<file path="src/rtl/inst_fetch_queue.sv">
`timescale 1ns/1ps
// inst_fetch_queue
//   Instruction fetch front end. Issues sequential fetch requests to an
//   in-order MMU and queues the returned {pc, data} pairs for decode. The
//   head of the queue is shown ahead with no read latency. FLUSH redirects
//   fetch to NEW_PC and discards every response still in flight.
//
// Ports
//   CLK          clock, all state updates on the rising edge
//   RST          synchronous active-high reset
//   FLUSH        redirect request; NEW_PC is the new fetch target
//   NEW_PC       redirect target (low two bits ignored)
//   STALL        decode not accepting; head entry is held
//   MEM_WAIT     MMU busy; no request issues
//   INST_RDEN    fetch request strobe
//   INST_RIADDR  fetch request address
//   INST_RVALID  MMU response valid (one per request, in order)
//   INST_ROADDR  address of the returned instruction
//   INST_RDATA   returned instruction word
//   INST_VALID   queue head valid toward decode
//   INST_PC      queue head PC
//   INST_DATA    queue head instruction
module inst_fetch_queue #(
  parameter int unsigned DEPTH    = 4,
  parameter logic [31:0] RESET_PC = 32'h0000_0000
) (
  input  logic        CLK,
  input  logic        RST,
  input  logic        FLUSH,
  input  logic [31:0] NEW_PC,
  input  logic        STALL,
  input  logic        MEM_WAIT,
  output logic        INST_RDEN,
  output logic [31:0] INST_RIADDR,
  input  logic        INST_RVALID,
  input  logic [31:0] INST_ROADDR,
  input  logic [31:0] INST_RDATA,
  output logic        INST_VALID,
  output logic [31:0] INST_PC,
  output logic [31:0] INST_DATA
);

  localparam int unsigned AW = $clog2(DEPTH);
  localparam int unsigned CW = $clog2(DEPTH + 1);
  // Discard counter is wider than the occupancy counters: back-to-back
  // flushes while the MMU is slow can leave more than DEPTH stale
  // responses in flight, since issue is limited only by count+pending.
  localparam int unsigned DW = CW + 2;

  logic [31:0]   req_pc;
  logic [31:0]   pc_mem   [DEPTH];
  logic [31:0]   data_mem [DEPTH];
  logic [AW-1:0] wr_ptr;
  logic [AW-1:0] rd_ptr;
  logic [CW-1:0] count;
  logic [CW-1:0] pending;
  logic [DW-1:0] drop;

  logic          issue;
  logic          push;
  logic          pop;
  logic          head_valid;
  logic [CW:0]   occupancy;

  logic          unused_new_pc_low;
  assign unused_new_pc_low = ^NEW_PC[1:0];

  always_comb begin
    occupancy  = {1'b0, count} + {1'b0, pending};
    issue      = !RST && !FLUSH && !MEM_WAIT && (occupancy < (CW+1)'(DEPTH));
    push       = !RST && !FLUSH && INST_RVALID && (drop == '0);
    head_valid = !RST && !FLUSH && (count != '0);
    pop        = head_valid && !STALL;
  end

  assign INST_RDEN   = issue;
  assign INST_RIADDR = req_pc;
  assign INST_VALID  = head_valid;
  assign INST_PC     = pc_mem[rd_ptr];
  assign INST_DATA   = data_mem[rd_ptr];

  always_ff @(posedge CLK) begin
    if (RST) begin
      req_pc  <= RESET_PC;
      wr_ptr  <= '0;
      rd_ptr  <= '0;
      count   <= '0;
      pending <= '0;
      drop    <= '0;
    end else if (FLUSH) begin
      // Everything still outstanding becomes a discard; a response landing
      // this very cycle retires one of them immediately.
      req_pc  <= {NEW_PC[31:2], 2'b00};
      wr_ptr  <= '0;
      rd_ptr  <= '0;
      count   <= '0;
      pending <= '0;
      drop    <= drop + DW'(pending) - DW'(INST_RVALID);
    end else begin
      if (issue) begin
        req_pc <= req_pc + 32'd4;
      end
      if (INST_RVALID && (drop != '0)) begin
        drop <= drop - DW'(1);
      end
      if (push) begin
        wr_ptr <= wr_ptr + AW'(1);
      end
      if (pop) begin
        rd_ptr <= rd_ptr + AW'(1);
      end
      pending <= pending + CW'(issue) - CW'(push);
      count   <= count + CW'(push) - CW'(pop);
    end
  end

  always_ff @(posedge CLK) begin
    if (push) begin
      pc_mem[wr_ptr]   <= INST_ROADDR;
      data_mem[wr_ptr] <= INST_RDATA;
    end
  end

endmodule
</file>
<file path="config.mk">
export PLATFORM = sky130hd
export DESIGN_NAME = inst_fetch_queue
export DESIGN_NICKNAME = d
export VERILOG_FILES = /design/src/rtl/inst_fetch_queue.sv
export SDC_FILE = /design/constraint.sdc
export NUM_CORES = 1
export LEC_CHECK = 0
export ABC_AREA = 0
export CORE_MARGIN = 4
export CORE_UTILIZATION = 50
export CTS_CLUSTER_SIZE = 8
export DETAILED_ROUTE_END_ITERATION = 16
export DONT_BUFFER_PORTS = 1
export GPL_TIMING_DRIVEN = 0
export PLACE_DENSITY = 0.74
export SLEW_MARGIN = 15
export SYNTH_ARGS = -nofsm -noshare
export SYNTH_HDL_FRONTEND = slang
export SYNTH_SLANG_ARGS = --single-unit
</file>
<file path="constraint.sdc">
create_clock -name CLK -period 8.08 [get_ports CLK]
set_clock_uncertainty 0.1 [all_clocks]
set_input_delay 0.404 -clock CLK [delete_from_list [all_inputs] [get_ports CLK]]
set_output_delay 0.404 -clock CLK [all_outputs]
set_load 0.01 [all_outputs]
</file>
Word-level counts from Yosys, hierarchy flattened --
Memory sizes are Yosys's and may differ from the RTL's. A register that Yosys moved wholly into a read port is not among the register bits. Index checks and enable logic that the tools add are counted.
Word-level totals: bits in registers 47, memory bits (writable) 256, bits of input ports 102, output and inout port bits 98, logic and storage cells 49, memories kept 2
Memories:
- data_mem | words 4, width 32, rd ports 1, clocked after Yosys merged registers in 1, write ports 1, RTL line 52 | logic [31:0] data_mem [DEPTH];
- pc_mem | words 4, width 32, rd ports 1, clocked after Yosys merged registers in 1, write ports 1, RTL line 51 | logic [31:0] pc_mem [DEPTH];
Operators by class: $add $sub $neg 11, order comparisons 1, mux-type cells 10, reduce and logical (&&, ||, !) cells 18
Operators with widths (number):
- 32-bit 2-to-1 mux | 2
- 32-bit by 3-bit adder with 32-bit output (second input constant) | 1
- 5-bit 2-to-1 mux | 2
- 1-bit logical AND | 8
- 2-bit 2-to-1 mux | 4
- 3-bit by 1-bit adder with 3-bit output | 2
- 3-bit by 1-bit subtractor with 3-bit output | 2
- 5-bit by 3-bit adder with 5-bit output | 1
- 5-bit zero test | 1
- 5-bit nonzero test | 1
- 5-bit by 1-bit subtractor with 5-bit output | 1
- 5-bit by 1-bit subtractor with 5-bit output (second input constant) | 1
- 2-bit by 1-bit adder with 2-bit output (second input constant) | 2
- 3-bit by 3-bit adder with 4-bit output | 1
- 1-bit zero test | 4
- 4-bit by 3-bit less-than comparator with 1-bit output (second input constant) | 1
- 2-bit nonzero test | 2
- 3-bit nonzero test | 1
- 1-bit 2-to-1 mux | 2
- 2-bit OR reduction | 1

Logic depth before layout (Yosys ltp) --
depth in word-level cells 6, mapped depth 12, mapped depth without buffers 12

Worst setup path after synthesis --
No wires, ideal clock.
kind register to register, start point reg drop[0], end point mem data_mem[0][0] (enable), library setup time 0.429 ns, arrival 2.965 ns, data required time 7.551 ns, slack 4.587 ns, cell stages (with the launch flop) 7, buffers on the path 0, clock period less this slack 3.493 ns, cell sequence dfxtp_1 > inv_1 > ha_1 > nor4b_1 > nand2_1 > nor2_1 > and2_1
Between the ends: cells in the longest elaborated chain, start to end 4
RTL lines:
- start, declared | RTL line 57 | logic [DW-1:0] drop;
- start signal, assigned | RTL line 98 | drop <= drop + DW'(pending) - DW'(INST_RVALID);
- start signal, assigned | RTL line 104 | drop <= drop - DW'(1);
- 5-bit zero test | RTL line 71 | push = !RST && !FLUSH && INST_RVALID && (drop == '0);
- 1-bit logical AND | RTL line 71
- 1-bit 2-to-1 mux | RTL line 118 | if (push) begin
- 1-bit 2-to-1 mux (implied by the code) | RTL line 120 | data_mem[wr_ptr] <= INST_RDATA;
- end, declared | RTL line 52
No other way between the ends.

Worst setup path in the final report --
start point reg drop[0], end point mem pc_mem[0][29] (enable)
Between the ends: cells in the longest elaborated chain, start to end 4
RTL lines:
- 5-bit zero test | RTL line 71
- 1-bit logical AND | RTL line 71
- 1-bit 2-to-1 mux | RTL line 118
- 1-bit 2-to-1 mux (implied by the code) | RTL line 119 | pc_mem[wr_ptr] <= INST_ROADDR;
- end, declared | RTL line 51
No other way between the ends.

==> run_results.csv <==
group,metric,value,unit
floorplan,start_util,51.0,%
clock_tree,htreeDepth,2,
layout,final_cells,1146,
critical_path,cp_max_fo,46,
clock_tree,clkSinkCount,303,
critical_path,rrSetupSlack,5020,ps
worst_hold_path,holdCritStartpoint,"NEW_PC[24]",
routing,initialDrtViolationCount,482,
grt,antenna_found_initial,0,
clock_tree,cts_buffers,43,
layout,area_delta_synth_final,21.4,%
logic_synthesis,ys_types,58,
clock_tree,postCtsSetupBuffers,0,
routing,firstDrtPassIters,4,
routing,wl_per_cell,23.1,um
layout,nets,937,
grt,grt_pass1_wl,40.8,mm
critical_path,worstSetupPathType,"flip-flop to flip-flop",
grt,grt-ovfl-total,0,
critical_path,slowest_stage,"nor4b_1",
routing,drc_errors,0,
clock_tree,cts_hold_buf,88,
logic_synthesis,syn_area,12100,um2
flow_run,drv_cap,0,
floorplan,io_pins,200,
routing,vias,6531,
critical_path,startpoint_type,"flip-flop",
critical_path,crit_start,"drop[0]$_SDFFE_PP0P_",
critical_path,reg2reg_to,"pc_mem[0][29]$_DFFE_PP_",
routing,wl,26.5,mm
status,status,"finished clean",
layout,seqCellArea,8630,um2
logic_synthesis,synth-edff-count,256,
place,dp_hpwl,17.3,mm
sta,setup_viol_count_final,0,
layout,n_fill_cell,1703,
place,place_inst,1000,
grt,grt_pass1_vias,7131,
pwr,p_leak,4.77,nW
floorplan,core,23600,um2
layout,n_antenna_cell,0,
critical_path,worst-path-buf-inv,2,
sta,fmax,327,MHz
routing,ant_nets,0,
critical_path,cp.depth,7,
place,numPortBuffers,0,
worst_hold_path,whs_path_depth,2,
clock_tree,clk_pin_slew,50,ps
logic_synthesis,synthArstFlopShare,0,%
critical_path,worst_path_dominant_cell_family,"simple AND/OR/NAND/NOR gates",
clock_tree,cts_tree,"built",
sta,final_max_slew_viol_count,0,
floorplan,die_h,163,um
sta,period_share,37.8,%
sta,worstMarginPinSlew,964,ps
critical_path,critical_path.max_stage_delay,540,ps
pwr,peakVddDrop,0.000156,V
logic_synthesis,synth_ff_type,"edfxtp_1",
sta,slew_headroom,35.2,%
layout,fin_util,61.9,%
critical_path,regToRegStartpoint,"drop[0]$_SDFFE_PP0P_",
logic_synthesis,synth_seq_cells,303,
critical_path,r2r_cells,7,
sta,finalSetupTns,0,ps
floorplan,num_rows,56,
grt,track_usage,20.0,%
worst_hold_path,holdPathEnd,"INST_RIADDR[24]$_SDFFE_PP0P_",
sta,hold_ws,38.4,ps
routing,viasPerCell,5.70,
pwr,powerDensity,246,nW/um2
place,gp_congestion,0.892,
layout,multiInputGateArea,3200,um2
clock_tree,clock_latency,520,ps
floorplan,die_area,26700,um2
sta,rsz0062_at_grt,"no",
clock_tree,cts_resized,0,
logic_synthesis,seq_area_frac_synth,71.6,%
layout,drive_gt1_share,16.6,%
critical_path,worstPathRequired,8170,ps
critical_path,cp-end-kind,"flip-flop",
grt,grt_max_degree,50,
critical_path,crit_chain,"inv_1 > ha_1 > nor4b_1 > nand2_1 > nor2_1 > and2_4 > buf_16",
clock_tree,cts_buffer_depth,3,
sta,finalCriticalPeriod,3060,ps
logic_synthesis,syn_avg_cell_area,17.8,um2
worst_hold_path,min_path_type,"primary input to flip-flop",
floorplan,die_x,163,um
critical_path,arrival,3140,ps
logic_synthesis,syn_inst,676,
clock_tree,root_buffer,"clkbuf_16",
sta,final-hold-violation-count,0,
logic_synthesis,yosys_warnings,0,
==> cell usage after synthesis, types with 15 or more instances <==
master	instances	share of area [%]
mux4_2	64	12
nor2_1	41	1.3
xor2_1	21	1.5
dfxtp_1	47	7.8
nand4_1	16	0.83
nand3_1	15	0.62
ha_1	18	1.9
a211oi_1	15	0.93
xnor2_1	15	1.1
inv_1	23	0.72
nand2_1	27	0.84
edfxtp_1	256	64
==> flip-flops by register name (all words and copies together) (netlist names), named ones only <==
name         count
INST_RIADDR     30
count            3
data_mem       128
drop             5
pc_mem         128
pending          3
rd_ptr           2
wr_ptr           2
==> where the power goes <==
group	total [W]	leakage (nW)	internal, W	switching [W]
logic	0.000257	1.51	0.000115	0.000142
clock network	0.00157	0.568	0.000962	0.000604
registers	0.00178	2.69	0.00174	0.0000342
==> how the worst max path moves through the flow <==
stage	to	slack, ps
6_report	pc_mem[0][29]$_DFFE_PP_	5020
5_1_grt	count[2]$_SDFF_PP0_	4730
4_1_cts	INST_PC[26]	4900
3_5_place_dp	pc_mem[0][19]$_DFFE_PP_	5040
3_3_place_gp	pc_mem[0][19]$_DFFE_PP_	3170
2_1_floorplan	data_mem[0][0]$_DFFE_PP_	4590
==> kinds of logic (layout without fill, tap and decap cells) <==
logic type / after synthesis / after routing / synth area share (%)
DFF: 303 / 303 / 71.6
xor gates and xnor gates: 36 / 36 / 2.62
and+or+nand+nor: 144 / 144 / 6.19
AOI/OAI and AO/OA: 51 / 51 / 2.99
adders and majority gates: 21 / 21 / 2.37
other: 1 / 2 / 0.0311
buffers and inverters: 53 / 203 / 2.01
muxes: 67 / 67 / 12.2
==> layout make-up <==
class / count / area share, %
clock buffers: 55 / 7.66
clock inverters: 3 / 0.334
inverters: 24 / 0.616
repair buffers: 92 / 6.77
multi-input cells: 321 / 21.9
well taps: 319 / 2.73
flip-flops and latches: 303 / 59.0
plain buffers: 29 / 1.04
==> through the flow <==
| step | setup slack, ps | total power (W) | instance area [um2] |
|---|---|---|---|
| after global routing | 4730 | 0.00375 | 14600 |
| after CTS | 4900 | 0.00364 | 14600 |
| after global placement | 3170 | 0.00200 | 12500 |
| after detailed placement | 5040 | 0.00201 | 12600 |
| final | 5020 | 0.00360 | 14600 |
| after floorplan | 4590 | 0.00196 | 12100 |
==> layout by cell type, fill, tap and decap left out, drive strengths merged, types with 12 or more instances in the layout <==
| master | n |
|---|---|
| nand3 | 15 |
| nor2 | 41 |
| xnor2 | 15 |
| dfxtp | 47 |
| ha | 18 |
| xor2 | 21 |
| inv | 27 |
| edfxtp | 256 |
| a211oi | 16 |
| and2 | 12 |
| mux4 | 64 |
| nand2 | 27 |
| clkbuf | 67 |
| dlygate4sd3 | 88 |
| nand4 | 16 |
| buf | 20 |
==> layer usage <==
| layer | track usage, % | up-vias | routed length (um) |
|---|---|---|---|
| li1 | - | 2933 | - |
| met1 | 24.6 | 3261 | 10100 |
| met2 | 33.4 | 289 | 13100 |
| met3 | 7.47 | 48 | 2710 |
| met4 | 6.25 | 0 | 625 |
| met5 | 0 | - | 0 |
(Power assumes the default switching activity.)
